--- src/rtl/spi_arb_pkg.sv ---
// rtl/spi_arb_pkg.sv - shared types and id-field helpers for the SPI request arbiter
package spi_arb_pkg;

    typedef enum logic {
        IDLE = 1'b0,
        HOLD = 1'b1
    } arb_state_t;

    // Helpers work on the widest supported message; callers size-cast in and out.
    localparam int MAX_DBITS = 64;
    localparam int MAX_IDW   = 3;

    function automatic int id_width(input int nreq);
        return $clog2(nreq);
    endfunction

    function automatic int payload_width(input int dbits, input int idw);
        return dbits - idw;
    endfunction

    function automatic logic [MAX_IDW-1:0] id_extract(
        input logic [MAX_DBITS-1:0] msg,
        input int unsigned          dbits,
        input int unsigned          idw
    );
        logic [MAX_DBITS-1:0] w_mask;
        w_mask = (MAX_DBITS'(1) << idw) - MAX_DBITS'(1);
        return MAX_IDW'((msg >> (dbits - idw)) & w_mask);
    endfunction

    function automatic logic [MAX_DBITS-1:0] id_insert(
        input logic [MAX_IDW-1:0]   id,
        input logic [MAX_DBITS-1:0] payload,
        input int unsigned          pbits
    );
        return (MAX_DBITS'(id) << pbits) | payload;
    endfunction

endpackage

--- src/rtl/rr_arbiter_fixed_ptr.sv ---
// rtl/rr_arbiter_fixed_ptr.sv - combinational round-robin pick starting at an external pointer
module rr_arbiter_fixed_ptr #(
    parameter int NREQ = 4,
    parameter int IDW  = 2
) (
    input  logic [NREQ-1:0] i_req,
    input  logic [IDW-1:0]  i_ptr,
    output logic [NREQ-1:0] o_gnt,
    output logic [IDW-1:0]  o_idx
);

    always_comb begin
        logic           w_found;
        logic [IDW-1:0] w_cand;
        w_found = 1'b0;
        w_cand  = '0;
        o_idx   = '0;
        o_gnt   = '0;
        // NREQ is a power of two, so IDW-bit addition wraps modulo NREQ.
        for (int i = 0; i < NREQ; i++) begin
            w_cand = i_ptr + IDW'(i);
            if (!w_found && i_req[w_cand]) begin
                w_found = 1'b1;
                o_idx   = w_cand;
            end
        end
        if (w_found) begin
            o_gnt = NREQ'(1) << o_idx;
        end
    end

endmodule

--- src/rtl/spi_req_arbiter.sv ---
// rtl/spi_req_arbiter.sv - shares the SPI adapter message stream among NREQ requesters
module spi_req_arbiter
    import spi_arb_pkg::*;
#(
    parameter int NREQ    = 4,
    parameter int DBITS   = 32,
    parameter int IDW     = id_width(NREQ),
    parameter int PBITS   = payload_width(DBITS, IDW),
    parameter int MAX_OUT = 5,
    parameter int CW      = 3
) (
    input  logic                  clk,
    input  logic                  reset,
    input  logic [NREQ-1:0]       req_val,
    output logic [NREQ-1:0]       req_rdy,
    input  logic [NREQ*PBITS-1:0] req_msg,
    output logic                  ad_send_val,
    input  logic                  ad_send_rdy,
    output logic [DBITS-1:0]      ad_send_msg,
    input  logic                  ad_recv_val,
    output logic                  ad_recv_rdy,
    input  logic [DBITS-1:0]      ad_recv_msg,
    output logic [NREQ-1:0]       resp_val,
    input  logic [NREQ-1:0]       resp_rdy,
    output logic [NREQ*PBITS-1:0] resp_msg,
    output logic [CW-1:0]         outstanding,
    output logic                  err
);

    localparam int NID = 2**IDW;
    localparam logic [NID-1:0] ID_OK = NID'((64'd1 << NREQ) - 64'd1);

    arb_state_t      r_state, w_state_nxt;
    logic [IDW-1:0]  r_ptr, w_ptr_nxt;
    logic [IDW-1:0]  r_gnt, w_gnt_nxt;
    logic [CW-1:0]   r_out;
    logic            r_err;

    logic [NREQ-1:0] w_arb_gnt;
    logic [IDW-1:0]  w_arb_idx;
    logic            w_send_val;
    logic [IDW-1:0]  w_send_idx;
    logic [NREQ-1:0] w_req_rdy;
    logic            w_hold_drop;
    logic [PBITS-1:0] w_payload;
    logic [IDW-1:0]  w_rid;
    logic [NREQ-1:0] w_resp_val;
    logic            w_recv_rdy;
    logic            w_send_fire, w_recv_fire, w_spurious, w_bad_id;

    rr_arbiter_fixed_ptr #(
        .NREQ (NREQ),
        .IDW  (IDW)
    ) u_rr (
        .i_req (req_val),
        .i_ptr (r_ptr),
        .o_gnt (w_arb_gnt),
        .o_idx (w_arb_idx)
    );

    always_comb begin
        w_state_nxt = r_state;
        w_ptr_nxt   = r_ptr;
        w_gnt_nxt   = r_gnt;
        w_send_val  = 1'b0;
        w_send_idx  = r_gnt;
        w_req_rdy   = '0;
        w_hold_drop = 1'b0;
        case (r_state)
            IDLE: begin
                // Gate on the registered count: a same-cycle response does not free a slot yet.
                if (r_out != CW'(MAX_OUT) && |w_arb_gnt) begin
                    w_send_val = 1'b1;
                    w_send_idx = w_arb_idx;
                    w_req_rdy  = w_arb_gnt & {NREQ{ad_send_rdy}};
                    if (ad_send_rdy) begin
                        w_ptr_nxt = w_arb_idx + IDW'(1);
                    end else begin
                        w_gnt_nxt   = w_arb_idx;
                        w_state_nxt = HOLD;
                    end
                end
            end
            HOLD: begin
                if (req_val[r_gnt]) begin
                    w_send_val         = 1'b1;
                    w_req_rdy[r_gnt]   = ad_send_rdy;
                    if (ad_send_rdy) begin
                        w_ptr_nxt   = r_gnt + IDW'(1);
                        w_state_nxt = IDLE;
                    end
                end else begin
                    w_hold_drop = 1'b1;
                    w_state_nxt = IDLE;
                end
            end
            default: w_state_nxt = IDLE;
        endcase
    end

    assign w_payload   = req_msg[w_send_idx*PBITS +: PBITS];
    assign ad_send_msg = DBITS'(id_insert(MAX_IDW'(w_send_idx), MAX_DBITS'(w_payload), PBITS));
    assign ad_send_val = w_send_val & ~reset;
    assign req_rdy     = w_req_rdy & {NREQ{~reset}};

    assign w_rid = IDW'(id_extract(MAX_DBITS'(ad_recv_msg), DBITS, IDW));

    always_comb begin
        w_resp_val = '0;
        w_recv_rdy = 1'b1;
        if (ID_OK[w_rid]) begin
            w_resp_val[w_rid] = ad_recv_val;
            w_recv_rdy        = resp_rdy[w_rid];
        end
    end

    assign resp_val    = w_resp_val & {NREQ{~reset}};
    assign ad_recv_rdy = w_recv_rdy & ~reset;
    assign resp_msg    = {NREQ{ad_recv_msg[PBITS-1:0]}};

    assign w_send_fire = ad_send_val && ad_send_rdy;
    assign w_recv_fire = ad_recv_val && ad_recv_rdy;
    assign w_spurious  = w_recv_fire && !w_send_fire && (r_out == '0);
    assign w_bad_id    = ad_recv_val && !ID_OK[w_rid];

    always_ff @(posedge clk) begin
        if (reset) begin
            r_state <= IDLE;
            r_ptr   <= '0;
            r_gnt   <= '0;
            r_out   <= '0;
            r_err   <= 1'b0;
        end else begin
            r_state <= w_state_nxt;
            r_ptr   <= w_ptr_nxt;
            r_gnt   <= w_gnt_nxt;
            if (w_send_fire && !w_recv_fire) begin
                r_out <= r_out + CW'(1);
            end else if (!w_send_fire && w_recv_fire && r_out != '0) begin
                r_out <= r_out - CW'(1);
            end
            if (w_hold_drop || w_spurious || w_bad_id) begin
                r_err <= 1'b1;
            end
        end
    end

    assign outstanding = r_out;
    assign err         = r_err;

endmodule

--- config.mk ---
export PLATFORM = sky130hd
export DESIGN_NAME = spi_req_arbiter
export DESIGN_NICKNAME = d
export VERILOG_FILES = /design/src/rtl/spi_arb_pkg.sv /design/src/rtl/rr_arbiter_fixed_ptr.sv /design/src/rtl/spi_req_arbiter.sv
export SDC_FILE = /design/constraint.sdc
export NUM_CORES = 1
export LEC_CHECK = 0
export CORE_AREA = 2 2 126 128
export CTS_CLUSTER_DIAMETER = 150
export DETAILED_ROUTE_END_ITERATION = 8
export DIE_AREA = 0 0 128 130
export SLEW_MARGIN = 40
export SYNTH_ARGS = -nofsm -noshare
export SYNTH_HDL_FRONTEND = slang
export SYNTH_HIERARCHICAL = 1
export SYNTH_SLANG_ARGS = --single-unit
--- constraint.sdc ---
create_clock -name clk -period 4.1 [get_ports clk]
set_clock_uncertainty 0.05 [all_clocks]
set_input_delay 0.41 -clock clk [delete_from_list [all_inputs] [get_ports clk]]
set_output_delay 0.41 -clock clk [all_outputs]
set_load 0.02 [all_outputs]
# Word level (Yosys, flattened, before mapping)
# Cells that the tools add are included.
word_totals:
  ff_bits: 9
  inputBits: 164
  output_inout_bits: 166
  elab_cells: 116
op_classes:
  n_addsub: 7
  n_mul: 1
  n_lt_le_gt_ge: 8
  eq_ne: 5
  shift: 2
  muxes: 50
  bitwise: 11
  reduce_logical: 27
op_table:
  columns: ["cell", "n"]
  rows:
  - ["120-bit by 8-bit indexed part select with 30-bit output", 1]
  - ["32-bit by 30-bit bitwise OR with 32-bit output", 1]
  - ["1-bit two-way mux", 21]
  - ["4-bit bitwise AND", 5]
  - ["2-bit two-way mux", 10]
  - ["2-bit by 3-bit less-than comparator with 1-bit output (second input constant)", 6]
  - ["4-bit two-way mux", 4]
  - ["1-bit binary-select mux with 2-bit select", 7]
  - ["1-bit logical AND", 13]
  - ["4-bit one-hot mux with 2 select lines", 1]
  - ["2-bit by 1-bit adder with 2-bit output (second input constant)", 3]
  - ["1-bit logical NOT", 6]
  - ["2-bit by 4-bit multiplier with 6-bit output (second input constant)", 1]
  - ["3-bit two-way mux", 2]
  - ["2-bit != test (second input constant)", 3]
  - ["2-bit adder (second input constant)", 2]
  - ["1-bit demux with 2-bit select", 2]
  - ["2-bit by 1-bit greater-or-equal comparator with 1-bit output (second input constant)", 2]
  - ["1-bit one-hot mux with 2 select lines", 2]
  - ["2-bit one-hot mux with 2 select lines", 1]
  - ["4-bit AND reduction", 1]
  - ["4-bit OR reduction", 1]
  - ["1-bit by 2-bit << shifter with 4-bit output (first input constant)", 1]
  - ["3-bit by 1-bit adder with 3-bit output (second input constant)", 1]
  - ["10 further kinds", 14]

# Logic depth before layout (Yosys ltp)
# Gate-level depths: netlist of run 1.
depth:
  depth_word: 25
  depth_mapped: 12
  mapped_depth_nobuf: 11

# Modules after synthesis
# Netlist of run 1, hierarchy kept.
modules_own_cells:
  columns: ["module", "n_inst", "cells_per_inst", "area_each_um2", "seq_area_each_um2"]
  rows:
  - ["spi_req_arbiter", 1, 309, 2622.5, 180.2]
  - ["rr_arbiter_fixed_ptr", 1, 31, 197.7, 0.0]

# Worst setup path before layout of run 1
# Ideal clock, no wire load.
synth_timing:
  path_type: "input-to-output"
  from: "input req_val[2]"
  to: "output ad_send_msg[10]"
  t_arrival_ps: 2538
  t_required_ps: 3640
  slack_ps: 1102
  path_stages: 9
  n_path_buf: 2
  cell_sequence: "clkbuf_2 -> o2bb2ai_1 -> a22o_1 -> and2_1 -> nor4_2 -> nor3_4 -> mux2i_1 -> buf_2 -> mux2i_1"
synth_via:
  elab_chain_len: 21
  elab_cells_between_ends: 31
  cone_classes: "mul (1); shift (2); mux (19); bitwise (1); reduce/logical (8)"
synth_rtl:
  columns: ["element", "line", "text"]
  rows:
  - ["start, declared", "spi_req_arbiter.sv:14", "input logic [NREQ-1:0] req_val,"]
  - ["1-bit binary-select mux with 2-bit select", "rr_arbiter_fixed_ptr.sv:22", "if (!w_found && i_req[w_cand]) begin"]
  - ["1-bit two-way mux (not written as such)", "rr_arbiter_fixed_ptr.sv:22", null]
  - ["1-bit two-way mux", "rr_arbiter_fixed_ptr.sv:22", null]
  - ["1-bit logical NOT", "rr_arbiter_fixed_ptr.sv:22", null]
  - ["1-bit logical AND", "rr_arbiter_fixed_ptr.sv:22", null]
  - ["1-bit two-way mux", "rr_arbiter_fixed_ptr.sv:22", null]
  - ["1-bit logical NOT", "rr_arbiter_fixed_ptr.sv:22", null]
  - ["1-bit logical AND", "rr_arbiter_fixed_ptr.sv:22", null]
  - ["[... 6 more ...]", null, null]
  - ["via w_arb_gnt[0]", "spi_req_arbiter.sv:39", "logic [NREQ-1:0] w_arb_gnt;"]
  - ["4-bit OR reduction *", "spi_req_arbiter.sv:72", "if (r_out != CW'(MAX_OUT) && |w_arb_gnt) begin"]
  - ["1-bit logical AND *", "spi_req_arbiter.sv:72", null]
  - ["2-bit two-way mux *", "spi_req_arbiter.sv:72", null]
  - ["2-bit two-way mux *", "spi_req_arbiter.sv:69", "case (r_state)"]
  - ["2-bit by 4-bit multiplier with 6-bit output *", "spi_req_arbiter.sv:101", "assign w_payload = req_msg[w_send_idx*PBITS +: PBITS];"]
  - ["120-bit by 8-bit indexed part select with 30-bit output *", "spi_req_arbiter.sv:101", null]
  - ["32-bit by 30-bit bitwise OR with 32-bit output *", "spi_arb_pkg.sv:36", "return (MAX_DBITS'(id) << pbits) | payload;"]
  - ["end, declared", "spi_req_arbiter.sv:19", "output logic [DBITS-1:0] ad_send_msg,"]
# The timed path passes the listed nets; every way through them passes the cells marked *. The select of a mux whose other input is x is not followed.

# Worst setup path in the final report of run 1
layout_timing:
  from: "input req_val[3]"
  to: "output ad_send_msg[2]"
# Same word-level chain as after synthesis.

==> results.md, run 1 <==
- After the last flow step, the layout net total stands at 567.
- The total core area is between 15000 and 20000 um^2.
- The worst endpoint data arrival time is 3580 ps.
- The floorplan has between 40 and 50 rows.
- The CTS buffer count is 3.
- Routability-driven placement finished with a final weighted congestion of 0.775.
- TritonCTS built the clock tree.
- The number of antenna diodes in the final layout is 0.
- Hold is met by ~450 ps.
- The average instance in the mapped netlist occupies 8.29 um^2.
- Measured against its own limit, the worst slew margin works out to 64.4%.
- By area the synthesized netlist is led by mux2i_1 (37%), buf_4 (32%), dfxtp_1 (6.4%), buf_6 (2.8%), a21oi_1 (2.1%).
- The detail route stage leaves a number of antenna-violating nets equal to 0.
- The post-synthesis instance total is 340.
- The area growth from synthesis to layout is 45.7%.
- The most used flip-flop cell after synthesis is dfxtp_1.
- The flip-flop and latch count after synthesis is 9.
- The final-report hold violation count is 0.
- Setup repair after global routing could not meet its margin everywhere.
- In this run the critical register-to-register path is launched from r_ptr[1].
- The die covers 16600 um^2.
- The global-route congestion overflow total is 0.
- The later-pin clock latency in the skew report is between 200 and 250 ps.
- The die extent in x is approximately 130 um.
- The worst-path maximum fanout is 25.
- For the pin with the worst max-slew slack, the measured transition is approximately 530 ps.
- The cell type of the slowest stage on the worst timing path is clkdlybuf4s50_1.
- CTS built an H-tree with a depth of 1.
- The number of distinct library cells after synthesis is 42.
- The netlist area before placement is 2820 um^2.
- The max-slew violation count came to 0.
- The synthesized net count is 505.
- The analysis attributes to cell leakage a power of about 2 nW.
- In the routed layout, each cell is associated on average with a via count of roughly 4.
- The number of global-route vias before repair came to between 2000 and 3000.
- The flow ran to the end, and the final reports show no timing, DRC or antenna violations.
- The area share of the largest cell type after synthesis is ~37%.
- The initial DRC count is between 40 and 50.
- The root buffer cell chosen for the clock tree is clkbuf_16.
- The setup-violating endpoint count in the final report is 0.
- The largest total area in the synthesized netlist belongs to mux2i_1.
- After detailed routing, the number of remaining DRC violations is 0.
- Global routing consumed, over all layers together, between 9 and 10% of the routing resources.
- Detailed placement finished with a half-perimeter wire length of about 7000 um.
- Walking the worst path, the cells encountered are clkdlybuf4s50_1 -> o21ai_0 -> a22o_1 -> and2_1 -> nor4_4 -> nor3_4 -> mux2i_4 -> buf_8 -> mux2i_1 -> mux2i_1 -> clkdlybuf4s50_1.
- The total detailed-routing wirelength is 8690 um.
- The worst path needs between 4000 and 5000 ps of the cycle, external delays included.
- The worst stage delay on the critical path is 630 ps.
- The vias after detailed routing is ~2400.
- Power spread over the standard cell area amounts to ~340 nW/um^2.
- The tool flagged a number of max-cap violations equal to 0.
- Cells fill a little over a quarter of the core in the end.
- The fraction of registers with async set or reset after synthesis is 0%.
- The part of the cycle the worst path needs is between 90% and 100%.
- The most used standard cell by instance count after synthesis is buf_4.
- Clock-pin slew was measured on the worst setup and hold paths at around 40 ps.
- Tracing the worst setup path back leads to its startpoint at req_val[3].
- The critical path launch point type is an input pin.
- The detailed-routing iteration count for the pre-antenna-repair pass is 4.
- Yosys mapped a number of flops with a built-in enable equal to 0.
- Derived from the worst setup path, the maximum achievable clock frequency is around 250 MHz.
- In this run the count of I/O pins placed on the die edge is between 300 and 400.
- The critical path class is in2out.
- The initial cell density of the core is a little under a fifth.
- The total power is ~0.0014 W.
- The worst path required time is roughly 3600 ps.
- The clock passes through at most 2 buffers.
- The worst min-delay path class is reg2reg.
- CTS saw 9 sinks.
- The first-pass GRT wire length is approximately 13000 um.
- The vertical die dimension is about 130 um.
- The setup TNS is 0 ps.
- By count the netlist is led by buf_4 (121), mux2i_1 (105), nor2_1 (15), a21oi_1 (12), dfxtp_1 (9).
- The kind of capture point of the worst setup path is an output port.
- The startpoint of the tightest hold check path is outstanding[2].
- The post-route netlist has 6.98% of its cells at a drive strength greater than 1.
- Sequential cells were found to cover 6.39% of the synthesized design area.
- In the final routed layout, each cell accounts on average for 14.7 um.
- The number of antenna violations at the first check in global routing came to 0.
- For this run, the number of Yosys warnings is 6.
- The worst-case IR drop observed on VDD is 0.112 mV.
- Entering global routing, the biggest net connects 52 pins.
- The number of buffers added on ports is 179.
==> final timing paths <==
kind / slack (ps) / depth (start not counted) / endpoint
setup reg to reg: 680 / 13 / outstanding[1]
hold / removal: 450 / 1 / outstanding[2]
setup / recovery: 60 / 11 / ad_send_msg[2]
hold reg to reg: 450 / 1 / outstanding[2]
==> worst max-delay path, delay by kind of cell <==
kind,cells,cell delay [ps]
muxes,3,570
buffers and inverters,3,1530
AOI/OAI and AO/OA,2,360
and+or+nand+nor,3,680
==> state kept, by name, summed over array words and instances (netlist names) <==
signal / cells
outstanding: 3
r_gnt: 2
r_ptr: 2
err: 1
r_state: 1
==> report_power, final <==
group	internal [W]	switching, W
clock	0.000130	0.0000453
combinational	0.000576	0.000489
sequential	0.000105	0.0000334
==> cell families after synthesis <==
logic type               Yosys count  synth area share [%]
buffers and inverters            142                  37.2
multiplexers                     107                  38.5
AND/OR/NAND/NOR                   51                  9.98
AO/OA/AOI/OAI                     29                  6.92
flip-flops                         9                  6.39
XOR/XNOR                           1                 0.311
adder cells (fa/ha/maj)            1                 0.710
==> metal layers <==
layer / up-vias / global-route usage [%] / routed length (um)
met5: - / 0 / 0
met4: 0 / 4.07 / 229
met3: 28 / 3.32 / 931
met2: 138 / 16.1 / 4390
met1: 1088 / 10.3 / 3140
li1: 1180 / - / -
==> area by class of cell <==
class                           count  area, um^2
Clock buffer                        4        78.8
Fill cell                        1656       11300
Inverter                            5        18.8
Multi-Input combinational cell    189        1620
Sequential cell                     9         180
Tap cell                          192         240
Timing Repair Buffer              194        1970
==> layout by cell type (no fill, tap or decap), types with 2 or more instances in the layout <==
cell type and n:
and2_1 2, nor2_1 15, inv_1 5, dfxtp_1 9, o221a_2 2, buf_4 10
nor3b_1 2, or3_1 2, mux2i_1 103, o21ai_0 4, nand2_1 8, nor3_1 3
a21oi_1 12, nand3_1 2, nor2b_1 3, clkdlybuf4s50_1 172, mux2i_4 2, dlymetal6s2s_1 7
buf_6 2, clkbuf_16 4, nand2b_1 6, and3b_1 2
==> per-stage QoR <==
| stage | cell area, um^2 | worst slack, ps | std cells |
|---|---|---|---|
| 2_1_floorplan | 2820 | 1100 | 340 |
| 3_3_place_gp | 3950 | 76.1 | 584 |
| 3_5_place_dp | 3950 | 53.3 | 584 |
| 4_1_cts | 4030 | 14.3 | 588 |
| 5_1_grt | 4110 | -56.7 | 593 |
| 6_report | 4110 | 61.6 | 593 |
==> timing repair <==
action	4_1_cts	5_1_grt
setup buffers	0	3
resized for setup	0	12
hold buffers	0	0
setup endpoints to repair	0	28
No activity file was read; power rests on OpenSTA's default activity.
==> inputs of run 2 (changes only) <==
- SLEW_MARGIN: 40 -> 20
==> results of run 2 <==
Final layout, timing and power as in run 1 (identical DEF).
